$ cat src/rtl/uart_tx_ram_ctrl.sv
// Transmit sequencer: streams cmd_len bytes from a registered byte RAM into an 8N1 transmitter.
// Define UART_TX_RAM_CTRL_CHKSUM_EN to append a mod-256 checksum byte after the data bytes.
module uart_tx_ram_ctrl #(
  parameter int ADDR_W = 8
) (
  input  logic              sys_clk,
  input  logic              rst_n,
  input  logic              cmd_start,
  input  logic [ADDR_W-1:0] cmd_addr,
  input  logic [ADDR_W:0]   cmd_len,
  output logic              busy,
  output logic              done,
  output logic              ram_rd_en,
  output logic [ADDR_W-1:0] ram_addr,
  input  logic [7:0]        ram_rd_data,
  output logic              tx_ready,
  output logic [7:0]        tx_data,
  input  logic              tx_bits_ok
);

`ifdef UART_TX_RAM_CTRL_CHKSUM_EN
  typedef enum logic [2:0] {
    ST_IDLE, ST_RD, ST_CAP, ST_REQ, ST_SER, ST_CSUM, ST_DONE
  } state_e;
`else
  typedef enum logic [2:0] {
    ST_IDLE, ST_RD, ST_CAP, ST_REQ, ST_SER, ST_DONE
  } state_e;
`endif

  state_e            state_q, state_d;
  logic [ADDR_W-1:0] addr_q, addr_d;
  logic [ADDR_W:0]   remain_q, remain_d;
  logic [7:0]        tx_data_q, tx_data_d;
`ifdef UART_TX_RAM_CTRL_CHKSUM_EN
  logic [7:0]        sum_q, sum_d;
  logic              last_q, last_d;  // checksum byte already queued
`endif

  // NOTE: every register updates with <= so all of them see pre-edge values,
  // regardless of the order the statements are written in.
  always_ff @(posedge sys_clk or negedge rst_n) begin
    if (!rst_n) begin
      state_q   <= ST_IDLE;
      addr_q    <= '0;
      remain_q  <= '0;
      tx_data_q <= 8'h00;
`ifdef UART_TX_RAM_CTRL_CHKSUM_EN
      sum_q     <= 8'h00;
      last_q    <= 1'b0;
`endif
    end else begin
      state_q   <= state_d;
      addr_q    <= addr_d;
      remain_q  <= remain_d;
      tx_data_q <= tx_data_d;
`ifdef UART_TX_RAM_CTRL_CHKSUM_EN
      sum_q     <= sum_d;
      last_q    <= last_d;
`endif
    end
  end

  // NOTE: every output and next-state value gets a default first, so no path
  // through the case statement can leave one unassigned and infer a latch.
  always_comb begin
    state_d   = state_q;
    addr_d    = addr_q;
    remain_d  = remain_q;
    tx_data_d = tx_data_q;
`ifdef UART_TX_RAM_CTRL_CHKSUM_EN
    sum_d     = sum_q;
    last_d    = last_q;
`endif
    done      = 1'b0;
    ram_rd_en = 1'b0;
    tx_ready  = 1'b0;

    unique case (state_q)
      ST_IDLE: begin
        if (cmd_start) begin
          addr_d   = cmd_addr;
          remain_d = cmd_len;
`ifdef UART_TX_RAM_CTRL_CHKSUM_EN
          sum_d    = 8'h00;
          last_d   = 1'b0;
`endif
          state_d  = (cmd_len == '0) ? ST_DONE : ST_RD;
        end
      end
      ST_RD: begin
        ram_rd_en = 1'b1;
        state_d   = ST_CAP;
      end
      ST_CAP: begin
        tx_data_d = ram_rd_data;
`ifdef UART_TX_RAM_CTRL_CHKSUM_EN
        sum_d     = sum_q + ram_rd_data;
`endif
        addr_d    = addr_q + 1'b1;
        remain_d  = remain_q - 1'b1;
        state_d   = ST_REQ;
      end
      ST_REQ: begin
        // tx_bits_ok dropping means the transmitter has latched tx_data.
        tx_ready = 1'b1;
        if (!tx_bits_ok) state_d = ST_SER;
      end
      ST_SER: begin
        // Stop bit has started; refetch now so the next START chains directly.
        if (tx_bits_ok) begin
          if (remain_q != '0) begin
            state_d = ST_RD;
          end else begin
`ifdef UART_TX_RAM_CTRL_CHKSUM_EN
            state_d = last_q ? ST_DONE : ST_CSUM;
`else
            state_d = ST_DONE;
`endif
          end
        end
      end
`ifdef UART_TX_RAM_CTRL_CHKSUM_EN
      ST_CSUM: begin
        tx_data_d = sum_q;
        last_d    = 1'b1;
        state_d   = ST_REQ;
      end
`endif
      ST_DONE: begin
        done    = 1'b1;
        state_d = ST_IDLE;
      end
      default: state_d = ST_IDLE;
    endcase
  end

  assign busy     = (state_q != ST_IDLE);
  assign ram_addr = addr_q;
  assign tx_data  = tx_data_q;

endmodule

$ cat config.mk
export PLATFORM = sky130hd
export DESIGN_NAME = uart_tx_ram_ctrl
export DESIGN_NICKNAME = d
export VERILOG_FILES = /design/src/rtl/uart_tx_ram_ctrl.sv
export SDC_FILE = /design/constraint.sdc
export NUM_CORES = 1
export LEC_CHECK = 0
export BUFFER_PORTS_ARGS = -buffer_cell sky130_fd_sc_hd__buf_2
export CORE_UTILIZATION = 50
export CTS_CLUSTER_DIAMETER = 50
export DETAILED_ROUTE_END_ITERATION = 7
export PLACE_DENSITY_LB_ADDON = 0.25
export SKIP_LAST_GASP = 1
export SLEW_MARGIN = 20
export SYNTH_ARGS = -nofsm -noshare
export SYNTH_HDL_FRONTEND = slang
export SYNTH_SLANG_ARGS = --single-unit
export TNS_END_PERCENT = 50
$ cat constraint.sdc
create_clock -name sys_clk -period 1.9 [get_ports sys_clk]
set_input_delay 0.095 -clock sys_clk [delete_from_list [all_inputs] [get_ports sys_clk]]
set_output_delay 0.095 -clock sys_clk [all_outputs]
set_load 0.005 [all_outputs]
==> results of run 1 <==
flip-flops by register name, indices dropped and copies added, names as in the netlist:
register  cells
ram_addr      8
tx_data       8
state_q       3
remain_q      9
cells by family after synthesis:
logic type / synth area share [%]
flip-flops: 47.30
adder cells (fa/ha/maj): 1.689
buffers and inverters: 3.547
AND/OR/NAND/NOR: 28.46
AO/OA/AOI/OAI: 19.00
cell type report:
cell class | instances | share of cell area [%]
multi-input cells | 122 | 37.00
flip-flops and latches | 28 | 35.60
repair buffers | 70 | 22.38
well taps | 31 | 1.971
clock inverters | 1 | 1.526
clock buffers | 3 | 1.144
inverters | 2 | 0.3814
power by group:
group	internal (mW)	switching (mW)
Combinational	0.690	0.782
Clock	0.213	0.178
Sequential	0.881	0.290
metal layers:
metal | GRT usage (%) | part of all wire, %
met3 | 4.608 | 7.4
met2 | 43.70 | 48
met1 | 32.53 | 43
met4 | 8.014 | 1.4
met5 | 0 | 0
worst paths after layout:
check	startpoint	end	slack [ps]	cells past startpoint
worst max-delay path	remain_q[3]	remain_q[8]	180	4
worst min-delay path	cmd_len[2]	remain_q[2]	10	2
worst max register to register	remain_q[3]	remain_q[8]	180	4
worst min register to register	tx_data[1]	tx_data[1]	500	2
max in group asynchronous	rst_n	state_q[1]	1230	2
min in group asynchronous	rst_n	remain_q[8]	280	2
through the flow:
stage | area, um^2 | power (mW) | hold slack [ps] | utilization (%)
2_1_floorplan | 1481 | 2.078 | -200.6 | -
3_3_place_gp | 1775 | 2.528 | 137.6 | 63.83
3_5_place_dp | 1775 | 2.620 | 151.9 | 63.83
4_1_cts | 1968 | 3.036 | 5.126 | 70.76
5_1_grt | 1968 | 3.284 | 0.7089 | 70.76
6_report | 1968 | 3.035 | 13.12 | 70.76
worst max-delay path: cells and delay by family, from the launching register on:
| family | cells | cell delay (ps) |
|---|---|---|
| AO/OA/AOI/OAI | 2 | 510 |
| flip-flops | 1 | 470 |
| AND/OR/NAND/NOR | 2 | 640 |
synth_stat cells (3+ instances only):
cell type and instances:
clkbuf_1 4, nor4_1 4, nand3_1 3, nor3_1 6
buf_2 6, a221o_1 3, nor2_1 15, a311oi_1 3
nand2_1 41, o211ai_1 3, a211oi_1 3, dfrtp_1 28
a21oi_1 3, o311ai_1 3
what timing repair did:
| item | in CTS | in global routing |
|---|---|---|
| setup buffers | 0 | 0 |
| hold buffers | 14 | 0 |
| endpoints found under the hold margin | 41 | 0 |
==> key figures, run 1 <==
Final layout
  • Layout cells sized above 1: 27.88%
  • Post-route insts no fill: 257
  • Seq. cell area: 700.7 um^2
  • Fillers: 207
  • Diodes inserted: 0
  • Area Overhead vs Synth: 32.85%
  • Commonest non-fill, non-tap cells in the layout: buf_2 (48), nand2_1 (41), dfrtp_1 (28)
  • Multi-input gate area: 728.2 um^2
  • Final #Nets: 258
  • Commonest non-fill, non-tap cell in the layout: buf_2

Yosys
  • Avg Cell Area, Syn: 9.145 um^2
  • Post-synth top area share: 47.30%
  • Mapped Area: 0.001481 mm^2
  • Synthesized flop and latch total: 28
  • Post-synth top flop: dfrtp_1
  • Async S/R FF share, synth: 100.0%
  • EDFF count, synth: 0
  • Yosys warns: 0
  • Leading post-synthesis cells by cell area: dfrtp_1 (47%), nand2_1 (10%), nor2_1 (3.8%)
  • Sequential element share of the synthesized area: 47.30%
  • Cell taking the most area after synthesis: dfrtp_1
  • Mapped Cells: 162
  • Netlist cell types: 41
  • Syn nets: 193

Timing
  • Min cycle time layout: 1721 ps
  • Final Hold Fails: 0
  • Setup Skew: 2.468 ps
  • Tcrit/Tclk final: 90.58%
  • Fmax: 581.0 MHz
  • Relative slew slack: 59.92%
  • Unrepaired setup endpoints after global routing: false
  • Slew Viols, Final: 0
  • Count of final setup violators: 0
  • Slew @ Worst Pin: 601.1 ps
  • Final WS setup: 178.9 ps
  • Sum Neg Setup Slack: 0 ps

GRT
  • Largest net degree at the start of global routing: 29
  • Total global-route track usage: 25.49%
  • Remaining Overflow, GRT: 0
  • Global-route wire length before repair: 6444 um
  • Vias in the first global route: 1468
  • Initial antenna violation count: 0

Floorplan
  • Core Rows: 19
  • Die area: 0.003184 mm^2
  • CORE AREA: 0.002781 mm^2
  • Die Width: 56.43 um
  • I/O pins: 49
  • DIE HEIGHT: 56.43 um
  • Initial core utilization: 53.26%

Routing
  • DR vias/cell: 5.856
  • DR pass1 iterations: 4
  • Vias: 1505
  • # DRC: 0
  • Antenna-violating nets left: 0
  • DRT iter0 DRCs: 63
  • Routed len/inst: 14.47 um
  • Final WL: 3720 um

Critical path
  • Crit path cell chain: nor4_1, nand2_1, a21o_1, a221o_1
  • Crit Path Class: reg -> reg
  • CP arrival: 1950 ps
  • Setup crit start kind: flop
  • Critical Path Max Stage Delay: 470 ps
  • CP max-delay cell: dfrtp_1
  • CP endpoint kind: flop
  • CP max FO: 7
  • Req. time, crit path: 2130 ps

Clocking
  • CTS Buf Count: 3
  • Skew-Pair Late Insertion Delay: 330 ps
  • CTS tree: built
  • Num Clock Sinks: 28
  • Post-CTS Resized: 0
  • Clk slew on worst S/H paths: 150 ps
  • Clock Path Buffers: 2
  • Root buffer cell: clkbuf_4
  • H-tree depth: 1

Placement
  • Pre-CTS WS: 229.7 ps
  • Post-Place Cells: 239
  • PortBufs: 48
  • DP HPWL: 2647 um
  • RePlAce Congestion: 0.9058

Worst hold path
  • Hold Crit Class: in -> reg

Power and ir drop
  • P_leak: 0.9378 nW
  • P per Cell Area: 1542 mW/mm^2
  • VDD IR-drop max: 0.001133 V

Status
  • Run status: finished, final reports clean

Job
  • Max-Cap Viols: 0
Power figures use the tool's default switching activity.
==> inputs of run 2 (changes only) <==
--- a/config.mk
+++ b/config.mk
@@ -6,6 +6,7 @@
 export NUM_CORES = 1
 export LEC_CHECK = 0
 export BUFFER_PORTS_ARGS = -buffer_cell sky130_fd_sc_hd__buf_2
+export CORE_ASPECT_RATIO = 1.75
 export CORE_UTILIZATION = 50
 export CTS_CLUSTER_DIAMETER = 50
 export DETAILED_ROUTE_END_ITERATION = 7
==> key figures, run 2 (same netlist as run 1, synthesis figures left out) <==
Routing
  • Final WL: 3659 um
  • DR vias/cell: 6.084
  • Vias: 1454
  • # DRC: 0
  • DRT iter0 DRCs: 37
  • Antenna-violating nets left: 0
  • Routed len/inst: 15.31 um
  • DR pass1 iterations: 4

Status
  • Run status: finished, final reports clean

Clocking
  • Root buffer cell: clkbuf_8
  • CTS Buf Count: 3
  • Clock Path Buffers: 2
  • Postcts setup bufs: 0
  • H-tree depth: 1
  • CTS tree: built
  • Skew-Pair Late Insertion Delay: 280 ps
  • Num Clock Sinks: 28
  • Post-CTS Resized: 0
  • Clk slew on worst S/H paths: 90 ps
  • Hold_buf cts: 1

Worst hold path
  • Min-delay src: ram_rd_data[1]
  • Hold Crit Class: in -> reg
  • Worst Hold Depth: 3
  • Worst Hold Endpoint: tx_data[1]

Floorplan
  • CORE AREA: 0.002753 mm^2
  • Die area: 0.003193 mm^2
  • Initial core utilization: 53.82%
  • Core Rows: 25
  • I/O pins: 49
  • Die Width: 43.15 um
  • DIE HEIGHT: 74.01 um

Critical path
  • R2r worst-path depth: 3
  • FF-to-FF End: ram_addr[0]
  • Req. time, crit path: 2120 ps
  • CP endpoint kind: flop
  • R2r startpoint: state_q[0]
  • Reg2Reg Setup Slack: 210 ps
  • CP arrival: 1910 ps
  • Crit Path Class: reg -> reg
  • CP max FO: 15
  • Setup crit start kind: flop

Timing
  • Relative slew slack: 59.07%
  • Slew Viols, Final: 0
  • Setup Skew: 2.776 ps
  • Tcrit/Tclk final: 88.97%
  • Fmax: 591.6 MHz
  • Min cycle time layout: 1690 ps
  • Final Hold Fails: 0
  • Unrepaired setup endpoints after global routing: false
  • Count of final setup violators: 0
  • Slew @ Worst Pin: 614.0 ps
  • Sum Neg Setup Slack: 0 ps

Final layout
  • Commonest non-fill, non-tap cell in the layout: buf_2
  • Multi-input gate area: 728.2 um^2
  • Max reg flops: 9
  • Layout cells sized above 1: 29.25%
  • Top reg by flops: remain_q
  • Commonest non-fill, non-tap cells in the layout: buf_2 (48), nand2_1 (41), dfrtp_1 (28)
  • Seq. cell area: 700.7 um^2
  • Area Overhead vs Synth: 24.24%
  • Final #Nets: 244
  • Diodes inserted: 0
  • Fillers: 219
  • Post-route insts no fill: 239

GRT
  • Global-route wire length before repair: 6030 um
  • Vias in the first global route: 1377
  • Remaining Overflow, GRT: 0
  • Initial antenna violation count: 0
  • Largest net degree at the start of global routing: 29
  • Total global-route track usage: 24.31%

Power and ir drop
  • P per Cell Area: 1638 mW/mm^2
  • Switching power: 1.250 mW
  • Int Pwr: 1.764 mW
  • Combinational fraction of design power: 49.8%
  • Clock power share: 12.3%
  • VDD IR-drop max: 0.001009 V
  • Switching Fraction: 41.47%
  • Seq pwr share: 37.9%
  • P_leak: 0.8838 nW

Placement
  • Post-Place Cells: 234
  • RePlAce Congestion: 0.8614
  • PortBufs: 48
  • DP HPWL: 2771 um

Job
  • Max-Cap Viols: 0
==> run 2: cell count changes in the layout (fill, tap and decap cells not counted), sizes merged <==
cell         delta
bufinv          -1
dlygate4sd3    -13
clkbuf          +1
buf             -1
==> run 2: how the worst max path moves through the flow <==
| stage | startpoint | end | slack (ps) | depth (start not counted) |
|---|---|---|---|---|
| 2_1_floorplan | state_q[1] | ram_addr[5] | 320 | 5 |
| 3_3_place_gp | state_q[0] | ram_addr[0] | 260 | 3 |
| 3_5_place_dp | state_q[0] | ram_addr[0] | 230 | 3 |
| 4_1_cts | state_q[0] | ram_addr[0] | 200 | 3 |
| 5_1_grt | remain_q[3] | state_q[2] | 80 | 4 |
| 6_report | state_q[0] | ram_addr[0] | 210 | 3 |
==> run 2: area by class of cell <==
cell class	instances	area share, %
clock buffers	4	2.991
inverters	2	0.4079
multi-input cells	122	39.56
flip-flops and latches	28	38.07
well taps	27	1.835
repair buffers	56	17.13
==> run 2: per-stage QoR <==
stage	hold WS (ps)	utilization, %	instance area (um^2)	total power [mW]	setup slack [ps]
final	2.661	66.86	1841	3.014	209.6
after global routing	7.853	66.86	1841	3.266	83.22
after CTS	8.113	66.86	1841	3.021	203.6
after detailed placement	146.8	64.50	1775	2.653	225.2
after global placement	131.9	64.50	1775	2.559	257.0
after floorplan	-200.6	-	1481	2.078	321.2
==> run 2: critical path, stage by stage, from the launching register on <==
cell and delay [ps]:
dfrtp_1 420, or4b_1 800, nand2_1 220, o221a_1 190
==> run 2: routing by layer <==
layer	global-route usage (%)	share of wire, %	vias up
met5	0	0	-
met4	8.418	1.0	0
met3	2.184	3.9	4
met2	46.60	57	57
met1	27.27	38	702
li1	-	-	691
==> run 2: power groups by stage <==
stage	Sequential, mW	Clock [mW]	Combinational (mW)
detailed placement	1.15	0	1.51
global route	1.19	0.391	1.69
CTS	1.14	0.366	1.52
finish	1.14	0.369	1.50
global placement	1.13	0	1.43
floorplan	1.13	0	0.950
